File: config.mk
export PLATFORM = sky130hd
export DESIGN_NAME = match_sequencer
export DESIGN_NICKNAME = d
export VERILOG_FILES = /design/src/rtl/match_sequencer.sv
export SDC_FILE = /design/constraint.sdc
export NUM_CORES = 1
export LEC_CHECK = 0
export ABC_AREA = 1
export CAP_MARGIN = 10
export CORE_AREA = 2 2 66 92
export CTS_CLUSTER_DIAMETER = 60
export DETAILED_ROUTE_END_ITERATION = 7
export DIE_AREA = 0 0 68 94
export DONT_BUFFER_PORTS = 1
export GPL_ROUTABILITY_DRIVEN = 1
export PLACE_DENSITY = 0.76
export SYNTH_ARGS = -nofsm -noshare
export SYNTH_HDL_FRONTEND = slang
export SYNTH_SLANG_ARGS = --single-unit
File: constraint.sdc
create_clock -name logic_clk -period 1.8 [get_ports logic_clk]
set_input_delay 0.54 -clock logic_clk [delete_from_list [all_inputs] [get_ports logic_clk]]
set_output_delay 0.54 -clock logic_clk [all_outputs]
set_load 0.02 [all_outputs]
File: src/rtl/match_sequencer.sv
// ---------------------------------------------------------------------------
// MatchSequencer: round/match controller for a two-player fighting game.
// Sequences IDLE -> COUNTDOWN -> FIGHT -> ROUND_END -> (COUNTDOWN | MATCH_END),
// tracks per-player health and shield, runs the round clock and keeps the
// round-win tally until one player has won the match.
//
// Ports
//   logic_clk              frame clock
//   reset                  asynchronous active-high reset
//   start                  begin / restart a match (IDLE and MATCH_END only)
//   p1_stunmode[1:0]       P1 stun code from player logic (01 hit, 10 block)
//   p2_stunmode[1:0]       P2 stun code
//   health1/2[2:0]         current health per player
//   shield1/2[2:0]         current shield per player
//   round_timer[6:0]       seconds left in the round
//   match_state[2:0]       current FSM state code
//   player_reset           one-cycle pulse on the first COUNTDOWN cycle
//   freeze                 1 whenever player inputs must be ignored
//   p1_rounds/p2_rounds    round wins per player
//   winner[1:0]            00 none, 01 P1, 10 P2, 11 draw
// ---------------------------------------------------------------------------
module match_sequencer #(
    parameter int START_HEALTH     = 3,
    parameter int START_SHIELD     = 3,
    parameter int ROUND_SECONDS    = 60,
    parameter int FRAMES_PER_SEC   = 60,
    parameter int COUNTDOWN_FRAMES = 180,
    parameter int ROUND_END_FRAMES = 120,
    parameter int ROUNDS_TO_WIN    = 2
) (
    input  logic       logic_clk,
    input  logic       reset,
    input  logic       start,
    input  logic [1:0] p1_stunmode,
    input  logic [1:0] p2_stunmode,
    output logic [2:0] health1,
    output logic [2:0] health2,
    output logic [2:0] shield1,
    output logic [2:0] shield2,
    output logic [6:0] round_timer,
    output logic [2:0] match_state,
    output logic       player_reset,
    output logic       freeze,
    output logic [1:0] p1_rounds,
    output logic [1:0] p2_rounds,
    output logic [1:0] winner
);

    localparam int CNT_W = 16;

    typedef enum logic [2:0] {
        S_IDLE      = 3'd0,
        S_COUNTDOWN = 3'd1,
        S_FIGHT     = 3'd2,
        S_ROUND_END = 3'd3,
        S_MATCH_END = 3'd4
    } state_t;

    state_t           r_state;
    state_t           w_next_state;
    logic [CNT_W-1:0] r_cnt;
    logic [2:0]       r_health1, r_health2, r_shield1, r_shield2;
    logic [6:0]       r_timer;
    logic [1:0]       r_p1_rounds, r_p2_rounds, r_winner;
    logic [1:0]       r_prev1, r_prev2;
    logic             r_player_reset;

    logic             w_p1_hit, w_p1_block, w_p2_hit, w_p2_block;
    logic             w_fight_end, w_cd_done, w_re_done, w_match_done;
    logic             w_enter_cd, w_frame_wrap;
    logic [1:0]       w_round_result;

    // Edge detection on the stun codes plus the end-of-phase conditions.
    // The round is over as soon as a registered health or the timer is 0;
    // no further events are applied in that last FIGHT cycle.
    always_comb begin
        w_p1_hit     = (r_prev1 != 2'b01) && (p1_stunmode == 2'b01);
        w_p1_block   = (r_prev1 != 2'b10) && (p1_stunmode == 2'b10);
        w_p2_hit     = (r_prev2 != 2'b01) && (p2_stunmode == 2'b01);
        w_p2_block   = (r_prev2 != 2'b10) && (p2_stunmode == 2'b10);
        w_fight_end  = (r_health1 == 3'd0) || (r_health2 == 3'd0) || (r_timer == 7'd0);
        w_cd_done    = (r_cnt == CNT_W'(COUNTDOWN_FRAMES - 1));
        w_re_done    = (r_cnt == CNT_W'(ROUND_END_FRAMES - 1));
        w_frame_wrap = (r_cnt == CNT_W'(FRAMES_PER_SEC - 1));
        w_match_done = (int'(r_p1_rounds) >= ROUNDS_TO_WIN) ||
                       (int'(r_p2_rounds) >= ROUNDS_TO_WIN);
    end

    // Round result: knockouts take precedence, otherwise a timer expiry is
    // decided on remaining health.
    always_comb begin
        w_round_result = 2'b11;
        if (r_health1 == 3'd0 && r_health2 == 3'd0)
            w_round_result = 2'b11;
        else if (r_health1 == 3'd0)
            w_round_result = 2'b10;
        else if (r_health2 == 3'd0)
            w_round_result = 2'b01;
        else if (r_health1 > r_health2)
            w_round_result = 2'b01;
        else if (r_health2 > r_health1)
            w_round_result = 2'b10;
    end

    // Next-state logic; unused encodings fall back to IDLE.
    always_comb begin
        w_next_state = r_state;
        case (r_state)
            S_IDLE:      if (start) w_next_state = S_COUNTDOWN;
            S_COUNTDOWN: if (w_cd_done) w_next_state = S_FIGHT;
            S_FIGHT:     if (w_fight_end) w_next_state = S_ROUND_END;
            S_ROUND_END: if (w_re_done)
                             w_next_state = w_match_done ? S_MATCH_END : S_COUNTDOWN;
            S_MATCH_END: if (start) w_next_state = S_COUNTDOWN;
            default:     w_next_state = S_IDLE;
        endcase
        w_enter_cd = (r_state != S_COUNTDOWN) && (w_next_state == S_COUNTDOWN);
    end

    // State register.
    always_ff @(posedge logic_clk or posedge reset) begin
        if (reset)
            r_state <= S_IDLE;
        else
            r_state <= w_next_state;
    end

    // Datapath: phase counter, round clock, health/shield, tally and winner.
    // The stun history is cleared by reset so a code held across reset
    // release is seen as a fresh edge.
    always_ff @(posedge logic_clk or posedge reset) begin
        if (reset) begin
            r_cnt          <= '0;
            r_health1      <= 3'(START_HEALTH);
            r_health2      <= 3'(START_HEALTH);
            r_shield1      <= 3'(START_SHIELD);
            r_shield2      <= 3'(START_SHIELD);
            r_timer        <= 7'(ROUND_SECONDS);
            r_p1_rounds    <= 2'd0;
            r_p2_rounds    <= 2'd0;
            r_winner       <= 2'b00;
            r_prev1        <= 2'b00;
            r_prev2        <= 2'b00;
            r_player_reset <= 1'b1;
        end else begin
            r_prev1        <= p1_stunmode;
            r_prev2        <= p2_stunmode;
            r_player_reset <= w_enter_cd;

            if (w_next_state != r_state)
                r_cnt <= '0;
            else if (r_state == S_FIGHT)
                r_cnt <= w_frame_wrap ? '0 : r_cnt + CNT_W'(1);
            else if (r_state == S_COUNTDOWN || r_state == S_ROUND_END)
                r_cnt <= r_cnt + CNT_W'(1);
            else
                r_cnt <= '0;

            if (w_enter_cd) begin
                r_health1 <= 3'(START_HEALTH);
                r_health2 <= 3'(START_HEALTH);
                r_shield1 <= 3'(START_SHIELD);
                r_shield2 <= 3'(START_SHIELD);
                r_timer   <= 7'(ROUND_SECONDS);
                r_winner  <= 2'b00;
                if (r_state != S_ROUND_END) begin
                    r_p1_rounds <= 2'd0;
                    r_p2_rounds <= 2'd0;
                end
            end else if (r_state == S_FIGHT && !w_fight_end) begin
                if (w_p1_hit && r_health1 != 3'd0)   r_health1 <= r_health1 - 3'd1;
                if (w_p2_hit && r_health2 != 3'd0)   r_health2 <= r_health2 - 3'd1;
                if (w_p1_block && r_shield1 != 3'd0) r_shield1 <= r_shield1 - 3'd1;
                if (w_p2_block && r_shield2 != 3'd0) r_shield2 <= r_shield2 - 3'd1;
                if (w_frame_wrap && r_timer != 7'd0) r_timer <= r_timer - 7'd1;
            end else if (r_state == S_FIGHT) begin
                r_winner <= w_round_result;
                if (w_round_result == 2'b01 && r_p1_rounds != 2'd3)
                    r_p1_rounds <= r_p1_rounds + 2'd1;
                if (w_round_result == 2'b10 && r_p2_rounds != 2'd3)
                    r_p2_rounds <= r_p2_rounds + 2'd1;
            end else if (r_state == S_ROUND_END && w_re_done && w_match_done) begin
                r_winner <= (int'(r_p1_rounds) >= ROUNDS_TO_WIN) ? 2'b01 : 2'b10;
            end
        end
    end

    assign health1      = r_health1;
    assign health2      = r_health2;
    assign shield1      = r_shield1;
    assign shield2      = r_shield2;
    assign round_timer  = r_timer;
    assign match_state  = r_state;
    assign player_reset = r_player_reset;
    assign freeze       = (r_state != S_FIGHT);
    assign p1_rounds    = r_p1_rounds;
    assign p2_rounds    = r_p2_rounds;
    assign winner       = r_winner;

endmodule

== Word level (Yosys, flattened, before mapping) ==
Index checks and enable logic that the tools add are counted.

* Register bits after elaboration: 49
* Input port bits: 7
* Output and inout port bits: 30
* Logic and storage cells: 144

* Add/sub/neg operators: 8
* Magnitude comparators: 4
* Equality and inequality tests: 26
* Multiplexer cells: 44
* Reduce and logical (&&, ||, !) cells: 49

{| class="wikitable"
|+ Operators with widths
! cell !! number
|-
| $mux 16 || 4
|-
| $mux 3 || 17
|-
| $mux 2 || 18
|-
| $mux 7 || 3
|-
| $reduce_bool 2->1 || 9
|-
| $add 16x1->16 const B || 1
|-
| $eq 16x6->1 const B || 1
|-
| $eq 16x7->1 const B || 1
|-
| $eq 16x8->1 const B || 1
|-
| $logic_and 1x1->1 || 16
|-
| $reduce_bool 3->1 || 5
|-
| $pmux 3 s4 || 1
|-
| $reduce_and 2->1 || 6
|-
| $sub 3x1->3 const B || 4
|-
| $ne 2x2->1 const B || 5
|-
| $logic_not 3->1 || 3
|-
| $reduce_and 4->1 || 2
|-
| $logic_not 7->1 || 1
|-
| $reduce_bool 7->1 || 1
|-
| $sub 7x1->7 const B || 1
|-
| $eq 2x1->1 const B || 3
|-
| $eq 2x2->1 const B || 3
|-
| $eq 3x1->1 const B || 2
|-
| $eq 3x2->1 const B || 2
|-
| other kinds (12) || 21
|}

== Logic depth before layout (Yosys ltp) ==
Gate-level depths: netlist of the first run.

* Word-level depth: 12
* Gate-level depth with buffers: 14
* Depth with buffers taken out: 14

== Least setup slack after synthesis of the first run ==
OpenSTA, ideal clock, no wires.

* Path kind: reg2reg
* Start point: reg r_health2[0] (netlist: health2[0])
* End point: reg r_timer[2] (netlist: round_timer[2])
* Setup time: 0.074 ns
* Data arrival time: 1.764 ns
* Required time: 1.726 ns
* Setup slack: -0.038 ns
* Cell stages (with the launch flop): 12
* Path buffers: 1
* Clock period less this slack: 1.838 ns
* Cell sequence: dfstp_2 inv_1 ha_1 nand2_1 nand2_1 inv_2 nand2_1 nand2_2 nand4_4 nand2_4 buf_12 nand2_2

* Cells in the longest elaborated chain, start to end: 9
* Elaborated cells on any way between the ends: 13
* Classes of those cells: eq/ne (1); mux (3); reduce/logical (9)

{| class="wikitable"
|+ Ends and longest elaborated chain
! element !! line !! RTL
|-
| from (decl) || 62 || <nowiki>logic [2:0] r_health1, r_health2, r_shield1, r_shield2;</nowiki>
|-
| from (signal assigned) || 135 || <nowiki>r_health2 <= 3'(START_HEALTH);</nowiki>
|-
| from (signal assigned) || 161 || <nowiki>r_health2 <= 3'(START_HEALTH);</nowiki>
|-
| from (signal assigned) || 172 || <nowiki>if (w_p2_hit && r_health2 != 3'd0) r_health2 <= r_health2 - 3'd1;</nowiki>
|-
| $logic_not 3->1 (*) || 81 || <nowiki>w_fight_end = (r_health1 == 3'd0) || (r_health2 == 3'd0) || (r_timer == 7'd0);</nowiki>
|-
| $logic_or 1x1->1 (*) (2 in series) || 81 ||
|-
| $mux 3 (*) || 111 || <nowiki>S_FIGHT: if (w_fight_end) w_next_state = S_ROUND_END;</nowiki>
|-
| $pmux 3 s4 (*) || 108 || <nowiki>case (r_state)</nowiki>
|-
| named net w_next_state[0] || 60 || <nowiki>state_t w_next_state;</nowiki>
|-
| $eq 3x1->1 (*) || 117 || <nowiki>w_enter_cd = (r_state != S_COUNTDOWN) && (w_next_state == S_COUNTDOWN);</nowiki>
|-
| $logic_and 1x1->1 (*) || 117 ||
|-
| $reduce_bool 2->1 (no source line) || -- ||
|-
| $reduce_and 2->1 (no source line) || -- ||
|-
| to (signal assigned) || 138 || <nowiki>r_timer <= 7'(ROUND_SECONDS);</nowiki>
|-
| to (signal assigned) || 164 || <nowiki>r_timer <= 7'(ROUND_SECONDS);</nowiki>
|-
| to (signal assigned) || 175 || <nowiki>if (w_frame_wrap && r_timer != 7'd0) r_timer <= r_timer - 7'd1;</nowiki>
|-
| to (decl) || 63 || <nowiki>logic [6:0] r_timer;</nowiki>
|}

Mark *: on every way through the listed nets, which the timed path passes. The rest lies on a longest branch.
A chain may end at the register's enable or synchronous reset.

== Final worst setup path of the first run ==
* Start point: reg r_state[0] (netlist: match_state[0])
* End point: out freeze

* Cells in the longest elaborated chain, start to end: 1

{| class="wikitable"
|+ Ends and longest elaborated chain
! element !! line !! RTL
|-
| from (decl) || 59 || <nowiki>state_t r_state;</nowiki>
|-
| from (signal assigned) || 125 || <nowiki>r_state <= w_next_state;</nowiki>
|-
| $ne 3x2->1 || 195 || <nowiki>assign freeze = (r_state != S_FIGHT);</nowiki>
|-
| to (decl) || 43 || <nowiki>output logic freeze,</nowiki>
|}

Every way passes these cells.

==> results of run 1 <==
area by class of cell:
cell class,instances,area [um^2],area share (%)
Multi-Input combinational cell,267,1700,46.6
Sequential cell,49,1240,34.1
Timing Repair Buffer,34,292,7.99
Inverter,58,229,6.28
Clock buffer,7,96.3,2.64
Tap cell,68,85.1,2.33
Clock inverter,1,5.00,0.137
timing repair:
item / 4_1_cts / 5_1_grt
resized for setup: 4 / 40
hold buffers: 0 / 0
gates cloned: 0 / 0
setup endpoints to repair: 6 / 41
pin swaps: 1 / 22
setup buffers: 2 / 3
logic make-up after synthesis:
kind of cell	synth area share, %
flops	40.4
xor+xnor	5.12
fa+ha+maj	7.32
simple gates	34.0
compound gates	4.27
buf+inv	8.90
layout by cell type (no fill, tap or decap), drive strengths merged, types with 7 or more instances in the layout:
cell type and instances:
nand4 10, dfrtp 36, nand3 32, clkbuf 7, a21oi 10, nand2 96
inv 57, ha 18, o21ai 12, buf 34, xor2 16, nor2 53
nor3 13, dfstp 13
registers in the layout (all words and copies together), names as in the netlist, 3 cells and up:
name,flops
shield1,3
health1,3
match_state,3
shield2,3
health2,3
round_timer,7
r_cnt,16
per-layer routing:
metal  GRT usage [%]  vias to the layer above
met5               0                        -
met4            9.83                        0
met3            4.08                       16
met2            41.4                       37
met1            25.2                     1209
li1                -                     1267
worst max-delay path by stage:
| stage | from | to | cells past startpoint |
|---|---|---|---|
| 3_3_place_gp | health1[1] | round_timer[6] | 10 |
| 6_report | match_state[0] | freeze | 2 |
| 4_1_cts | health1[1] | health1[0] | 10 |
| 2_1_floorplan | health1[0] | round_timer[2] | 11 |
| 5_1_grt | health1[1] | shield2[2] | 11 |
| 3_5_place_dp | health1[0] | shield1[2] | 11 |
power groups by stage:
stage / Combinational, mW / Sequential, mW / Clock (mW)
floorplan: 0.305 / 1.26 / 0
global placement: 0.383 / 1.27 / 0
detailed placement: 0.390 / 1.27 / 0
CTS: 0.393 / 1.25 / 0.727
global route: 0.483 / 1.27 / 0.772
finish: 0.418 / 1.26 / 0.709
critical path, cell delays in order, from the launching register on:
cell and delay (ns):
dfrtp_1 0.49, nor2_4 0.19, clkinvlp_4 0.22
==> summary.txt, run 1 <==
Route
  – Final wirelength: 6.68 mm
  – Drt first pass iters: 4
  – Met2 wire length: 3.68 mm
  – DR vias/cell: 5.23
  – Met1 Wirelength: 2.57 mm
  – ANT nets after route: 0
  – Drc violations: 0
  – Max Used Layer: met4
  – WL/cell: 13.8 um
  – Initial DRC count: 148
  – Routed via count: 2529
  – Met3 WL: 207 um

CTS
  – Reg clk slew, reported paths: 0.09 ns
  – Root buf cell: clkbuf_8
  – CTS buffer count: 5
  – CTS max path bufs: 2
  – Worst-skew pair later-pin latency: 0.31 ns
  – Sink Count: 49
  – H-Tree Depth: 2
  – TritonCTS clock tree: done

Global routing
  – Vias in the first global route: 2550
  – First-pass GRT wire length: 11.1 mm
  – Largest net degree at the start of global routing: 50
  – GRT Util Overall: 22.9%
  – Grt ovf: 0
  – Initial antenna violation count: 0

Logic synthesis
  – Ys Warns: 0
  – Netlist cell types: 29
  – Syn nets: 404
  – Synthesized area per cell: 8.12 um^2
  – Post-synth ARST share: 100%
  – Cells after Synth: 379
  – Top post-synthesis cells by area: dfrtp_1, dfstp_2, nand2_1
  – Count leader, synth: nand2_1
  – Post-synth EDFFs: 0
  – Synth Register Bits: 49
  – Synth Flop Type: dfrtp_1
  – Post-synth top area share: 29.3%
  – Post-synthesis sequential area ratio: 40.4%
  – Yosys top cell by area: dfrtp_1
  – Post-synth top cells: nand2_1, inv_1, nor2_1, dfrtp_1, nand3_1
  – Mapped Area: 3080 um^2

Place
  – Pre-CTS setup slack: -0.0373 ns
  – Placed inst area: 3350 um^2
  – Placer congestion estimate: 0.891
  – Placed cells: 471
  – Final HPWL DP: 4.92 mm
  – Port Buf Inserts: 0

Timing
  – Final Hold Vio Count: 0
  – Slew Viols, Final: 0
  – Layout Skew: 0.0102 ns
  – WHS: 0.146 ns
  – Worst Max-Slew Pin Slew: 0.322 ns
  – Ratio of final minimum period to clock period: 97.1%
  – Highest achievable clock rate: 572 MHz
  – RSZ-0062 raised after global routing: true
  – # setup viols final: 0
  – Setup TNS: 0 ns
  – Slew Limit Headroom: 78.4%
  – Final min period: 1.75 ns
  – Slack of the critical path: 0.0519 ns

Setup path
  – CP Max Fanout: 6
  – R2R Setup Slk: 0.07 ns
  – Crit path launch type: register
  – Worst path arrival time: 1.21 ns
  – Required time of the worst setup path: 1.26 ns
  – Critical R2R Capture: shield1[2]
  – WS Path Type: register to output pin
  – CP endpoint kind: output pin
  – FF-to-FF path depth: 10
  – Worst R2R Start: health1[1]

Pwr
  – Combinational fraction of design power: 17.5%
  – Sequential Power Share: 52.7%
  – Power per cell area: 654 nW/um^2
  – Clock power share: 29.7%
  – P_leak: 1.82 nW
  – Switching Share: 29.4%
  – Pint: 1.69 mW
  – Peak supply drop: 515 uV
  – Power Total: 2.39 mW
  – Sw power: 0.701 mW

Floorplanning
  – Row cnt: 32
  – Initial core utilization: 55.7%
  – Die Footprint: 6390 um^2
  – Core region area: 5530 um^2
  – I/O pin count: 37
  – Die height: 94 um
  – Die extent in x: 68 um

Run
  – Max_cap viols: 0

Finish
  – # diodes: 0
  – Final Cell Area: 3650 um^2
  – Fill cell count: 449
  – Util after Layout: 66.0%
  – Share of layout cells above drive strength 1: 30.8%
  – Syn-to-layout area delta: 18.5%
  – Final nets: 440
  – Fin cells: 484

Run status
  – Run status: completed

Min path
  – Hold crit path type: input pin to asynchronous set/reset pin
Power figures use the tool's default switching activity.
==> run 2: changes to the inputs <==
--- a/config.mk
+++ b/config.mk
@@ -9,9 +9,9 @@
 export CAP_MARGIN = 10
-export CORE_AREA = 2 2 66 92
+export CORE_AREA = 2 2 89 125
 export CTS_CLUSTER_DIAMETER = 60
 export DETAILED_ROUTE_END_ITERATION = 7
-export DIE_AREA = 0 0 68 94
+export DIE_AREA = 0 0 91 127
 export DONT_BUFFER_PORTS = 1
 export GPL_ROUTABILITY_DRIVEN = 1
-export PLACE_DENSITY = 0.76
+export PLACE_DENSITY = 0.48
 export SYNTH_ARGS = -nofsm -noshare
==> constraint.sdc (replaced) <==
create_clock -name logic_clk -period 1.8 [get_ports logic_clk]
set_input_delay 0.18 -clock logic_clk [delete_from_list [all_inputs] [get_ports logic_clk]]
set_output_delay 0.18 -clock logic_clk [all_outputs]
set_load 0.02 [all_outputs]
==> run 2 against run 1 <==
Compared with the run above:
- highest routed layer unchanged
- first-iteration DRC count shrank 49%
- cell area grew 5.7%
- wire length grew 8.4%
- cell count grew 17%
- largest cell class unchanged
- via count shrank 2.1%
- combinational power grew 1%
- critical path type is now register to register
- sequential share of layout area shrank 1.8 points
- non-clock buffer count grew 12
- count of clock-buffer cells in the layout shrank 2
==> summary.txt, run 2 (synthesis gave the netlist of run 1 again) <==
Timing
  – Layout Skew: 0.00442 ns
  – # setup viols final: 0
  – Final min period: 1.73 ns
  – RSZ-0062 raised after global routing: true
  – Slew Limit Headroom: 62.3%
  – Highest achievable clock rate: 579 MHz
  – Final Hold Vio Count: 0
  – Ratio of final minimum period to clock period: 96.0%
  – Worst Max-Slew Pin Slew: 0.565 ns
  – Slew Viols, Final: 0

CTS
  – CTS max path bufs: 2
  – Reg clk slew, reported paths: 0.07 ns
  – TritonCTS clock tree: done
  – H-Tree Depth: 2
  – Root buf cell: clkbuf_16
  – CTS buffer count: 5
  – Worst-skew pair later-pin latency: 0.29 ns
  – Sink Count: 49

Global routing
  – Grt ovf: 0
  – Largest net degree at the start of global routing: 26
  – Initial antenna violation count: 0
  – Vias in the first global route: 2505
  – First-pass GRT wire length: 12.2 mm
  – GRT Util Overall: 13.3%

Setup path
  – Critical Path Max Stage Delay: 0.55 ns
  – Worst path arrival time: 1.97 ns
  – WS Path Type: register to register
  – Crit path launch type: register
  – Critical path's top delay family: flip-flops
  – CP Max Fanout: 7
  – Worst path buffer plus inverter count: 4
  – Required time of the worst setup path: 2.04 ns
  – Critical path cell sequence: inv_4, ha_4, nand2_4, nand2_4, inv_4, nand3_4, nor2_4, buf_6, xor2_1, inv_1, nand2_2
  – CP endpoint kind: register
  – Crit-path slowest cell: dfstp_2

Run status
  – Run status: completed

Route
  – Initial DRC count: 76
  – Drt first pass iters: 4
  – DR vias/cell: 4.37
  – WL/cell: 12.8 um
  – Drc violations: 0
  – Routed via count: 2475
  – ANT nets after route: 0
  – Final wirelength: 7.24 mm

Finish
  – Most common cell after layout, fill and taps aside: nand2_1
  – Util after Layout: 37.3%
  – Final nets: 452
  – # diodes: 0
  – Syn-to-layout area delta: 25.3%
  – Final Cell Area: 3860 um^2
  – Share of layout cells above drive strength 1: 30.6%
  – Reg with most FFs: r_cnt
  – Max reg flops: 16
  – Fin cells: 566
  – Most frequent cells in the layout: nand2_1, inv_1, nor2_1

Floorplanning
  – Die Footprint: 11600 um^2
  – Die height: 127 um
  – Row cnt: 44
  – I/O pin count: 37
  – Core region area: 10300 um^2
  – Initial core utilization: 29.7%
  – Die extent in x: 91 um

Pwr
  – Clock power share: 36.0%
  – Pint: 1.85 mW
  – Power Total: 2.63 mW
  – Sequential Power Share: 47.9%
  – Peak supply drop: 367 uV
  – P_leak: 1.90 nW
  – Switching Share: 29.5%
  – Sw power: 0.774 mW
  – Power per cell area: 681 nW/um^2
  – Combinational fraction of design power: 16.1%

Place
  – Placed cells: 546
  – Final HPWL DP: 5.56 mm
  – Placer congestion estimate: 0.833
  – Port Buf Inserts: 0
  – Placed inst area: 3470 um^2

Min path
  – Hold crit path type: input pin to register

Run
  – Max_cap viols: 0
## run 2: changes by cell type in the layout (fill, tap and decap cells not counted), sizes merged
cell         previous run  this run
clkbuf                  7         5
dlygate4sd3             0         5
inv                    57        58
clkinv                  1         2
buf                    34        41
## run 2: per-layer routing
metal	routed length (um)	global-route usage (%)	up-vias
li1	-	-	1290
met1	2910	14.7	1153
met2	3990	25.0	27
met3	230	2.89	5
met4	104	4.46	0
met5	0	0	-
## run 2: through the flow
step                setup TNS [ns]  hold WS (ns)  worst slack (ns)
global placement            -0.280         0.156            -0.101
detailed placement          -0.335         0.161           -0.0899
CTS                              0         0.193           0.00135
finish                           0         0.199            0.0727
floorplan                        0         0.211           0.00998
global route                -0.516         0.210           -0.0669
## run 2: path summary, 6_finish.rpt
kind	start	to	slack, ns	cells past startpoint
setup / recovery	health1[1]	shield1[0]	0.07	11
hold / removal	start	match_state[2]	0.20	3
setup reg to reg	health1[1]	shield1[0]	0.07	11
hold reg to reg	r_cnt[0]	r_cnt[0]	0.50	1
max in group asynchronous	reset	round_timer[2]	0.79	3
min in group asynchronous	reset	r_cnt[8]	0.40	2
## run 2: final cells by class
type / instances / area, um^2
fill: 1122 / 6490
multi-input combinational: 267 / 1700
sequential: 49 / 1240
timing repair buffer: 46 / 378
inverter: 58 / 225
tap: 138 / 173
clock buffer: 5 / 125
clock inverter: 3 / 17.5
## run 2: worst reg2reg max path, stage by stage, from the launching register on
cell     delay [ns]
dfstp_2        0.55
inv_4          0.05
ha_4           0.16
nand2_4        0.07
nand2_4        0.06
inv_4          0.06
nand3_4        0.18
nor2_4         0.19
buf_6          0.12
xor2_1         0.14
inv_1          0.06
nand2_2        0.06
## run 2: power by group through the flow
| stage | clock network [mW] | registers [mW] | logic [mW] |
|---|---|---|---|
| floorplan | 0 | 1.26 | 0.305 |
| global placement | 0 | 1.27 | 0.391 |
| detailed placement | 0 | 1.28 | 0.395 |
| CTS | 0.982 | 1.26 | 0.409 |
| global route | 1.02 | 1.27 | 0.487 |
| finish | 0.947 | 1.26 | 0.423 |
## run 2: timing repair
| action | in CTS | in global routing |
|---|---|---|
| setup endpoints to repair | 11 | 40 |
| hold buffers | 5 | 0 |
| buffers inserted | 3 | 4 |
| endpoints found under the hold margin | 19 | 0 |
| pin swaps | 3 | 17 |
| gates resized for setup | 12 | 29 |
==> run 3: changes to the inputs <==
==> constraint.sdc (replaced) <==
create_clock -name logic_clk -period 1.5 [get_ports logic_clk]
set_input_delay 0.3 -clock logic_clk [delete_from_list [all_inputs] [get_ports logic_clk]]
set_output_delay 0.3 -clock logic_clk [all_outputs]
set_load 0.02 [all_outputs]
==> run 3 against run 2 <==
Compared with the run above:
- the flow now finishes with violations (setup timing)
- clock skew is 0.00076 ns higher
- register-to-register slack lost 0.27 ns
- combinational power grew 82%
- first-iteration DRC count down 5.3%
- wire length is 7.5% higher
- critical path depth shrank 1
==> summary.txt, run 3 (synthesis gave the netlist of run 1 again) <==
Timing
  – # setup viols final: 42
  – RSZ-0062 raised after global routing: true
  – Slack of the critical path: -0.196 ns
  – Highest achievable clock rate: 590 MHz
  – Worst Max-Slew Pin Slew: 0.466 ns
  – Slew Limit Headroom: 68.9%
  – Final min period: 1.70 ns
  – Ratio of final minimum period to clock period: 113%
  – Slew Viols, Final: 0
  – Layout Skew: 0.00518 ns
  – Setup TNS: -5.71 ns
  – Final Hold Vio Count: 0

CTS
  – H-Tree Depth: 2
  – TritonCTS clock tree: done
  – Sink Count: 49
  – Reg clk slew, reported paths: 0.07 ns
  – CTS buffer count: 5
  – Root buf cell: clkbuf_16
  – CTS max path bufs: 2
  – Worst-skew pair later-pin latency: 0.30 ns

Finish
  – Reg with most FFs: r_cnt
  – Max reg flops: 16
  – Final Cell Area: 4480 um^2
  – # diodes: 0
  – Most frequent cells in the layout: buf_4, nand2_1, inv_1
  – Fill cell count: 1074
  – Most common cell after layout, fill and taps aside: buf_4
  – Final nets: 507
  – Share of layout cells above drive strength 1: 47.2%
  – Syn-to-layout area delta: 45.5%

Min path
  – Hold path start: p1_stunmode[1]
  – Hold depth: 0
  – WHS Endpoint: r_prev1[1]
  – Hold crit path type: input pin to register

Setup path
  – CP endpoint kind: register
  – Critical path's top delay family: simple AND/OR/NAND/NOR gates
  – CP Max Fanout: 7
  – Worst path buffer plus inverter count: 2
  – Critical Path Max Stage Delay: 0.56 ns
  – Required time of the worst setup path: 1.69 ns
  – Crit-path slowest cell: dfstp_2
  – WS Path Type: register to register
  – Crit. path cell count: 10
  – R2R Setup Slk: -0.20 ns
  – Worst R2R Start: health1[1]
  – FF-to-FF path depth: 10
  – Worst path arrival time: 1.89 ns
  – Critical R2R Capture: round_timer[1]
  – Crit path launch type: register
  – Critical path cell sequence: inv_4, ha_4, nand2_4, nand2_4, inv_4, nand3_4, nor2_4, nor2_1, nor2_1, a21oi_2

Route
  – ANT nets after route: 0
  – Initial DRC count: 72
  – Drc violations: 0
  – Drt first pass iters: 4
  – Routed via count: 2724
  – Final wirelength: 7.78 mm
  – WL/cell: 12.5 um
  – DR vias/cell: 4.39

Pwr
  – Power per cell area: 807 nW/um^2
  – Peak supply drop: 624 uV
  – P_leak: 2.21 nW

Run status
  – Failing checks: setup timing
  – Run status: finished, violations left

Floorplanning
  – Core region area: 10300 um^2
  – Die height: 127 um
  – Die extent in x: 91 um
  – I/O pin count: 37
  – Row cnt: 44
  – Die Footprint: 11600 um^2
  – Initial core utilization: 29.7%

Global routing
  – Initial antenna violation count: 0
  – Vias in the first global route: 2866
  – Largest net degree at the start of global routing: 19
  – Grt ovf: 0
  – GRT Util Overall: 14.2%
  – First-pass GRT wire length: 13.3 mm

Run
  – Max_cap viols: 0

Place
  – Placer congestion estimate: 0.819
  – Port Buf Inserts: 0
  – Placed inst area: 3990 um^2
  – Final HPWL DP: 6.05 mm
-- run 3: metrics by stage --
stage               setup slack (ns)  hold WS, ns  utilization [%]  total power [mW]  std cells
floorplan                     -0.188        0.331                -              1.88        379
global placement              -0.188        0.233             38.6              2.19        602
detailed placement            -0.191        0.230             38.6              2.20        602
CTS                           -0.181       0.0130             41.8              3.62        619
global route                  -0.295      0.00703             43.3              3.81        621
finish                        -0.196       0.0233             43.3              3.61        621
-- run 3: where the power goes --
group | switching, mW | internal [mW] | leakage (nW)
sequential | 0.0942 | 1.41 | 0.615
clock | 0.551 | 0.791 | 0.0800
combinational | 0.386 | 0.385 | 1.51
-- run 3: final cells by class --
class / instances / area (um^2) / area share (%)
multi-input combinational: 267 / 1820 / 40.7
sequential: 49 / 1240 / 27.8
timing repair buffer: 101 / 845 / 18.9
inverter: 58 / 225 / 5.03
tap: 138 / 173 / 3.85
clock buffer: 5 / 125 / 2.79
clock inverter: 3 / 46.3 / 1.03
-- run 3: what timing repair did --
item                                   in CTS  in global routing
pin swaps                                  21                 21
hold buffers                                1                  0
setup buffers                               7                  2
gates cloned                                1                  0
setup endpoints to repair                  43                 45
gates resized for setup                    33                 39
endpoints found under the hold margin       9                  0
-- run 3: how the worst max path moves through the flow --
stage,start,to,slack (ns)
after floorplan,health2[0],shield1[1],-0.19
after global placement,r_cnt[0],round_timer[1],-0.19
after detailed placement,health1[1],round_timer[2],-0.19
after CTS,health1[1],round_timer[2],-0.18
after global routing,r_cnt[0],r_cnt[13],-0.29
final,health1[1],round_timer[1],-0.20
-- run 3: metal layers --
| metal | global-route usage (%) | vias up | routed length (um) |
|---|---|---|---|
| met1 | 15.4 | 1278 | 3110 |
| met3 | 2.95 | 14 | 285 |
| met5 | 0 | - | 0 |
| met4 | 4.37 | 0 | 142 |
| met2 | 27.2 | 34 | 4250 |
| li1 | - | 1398 | - |
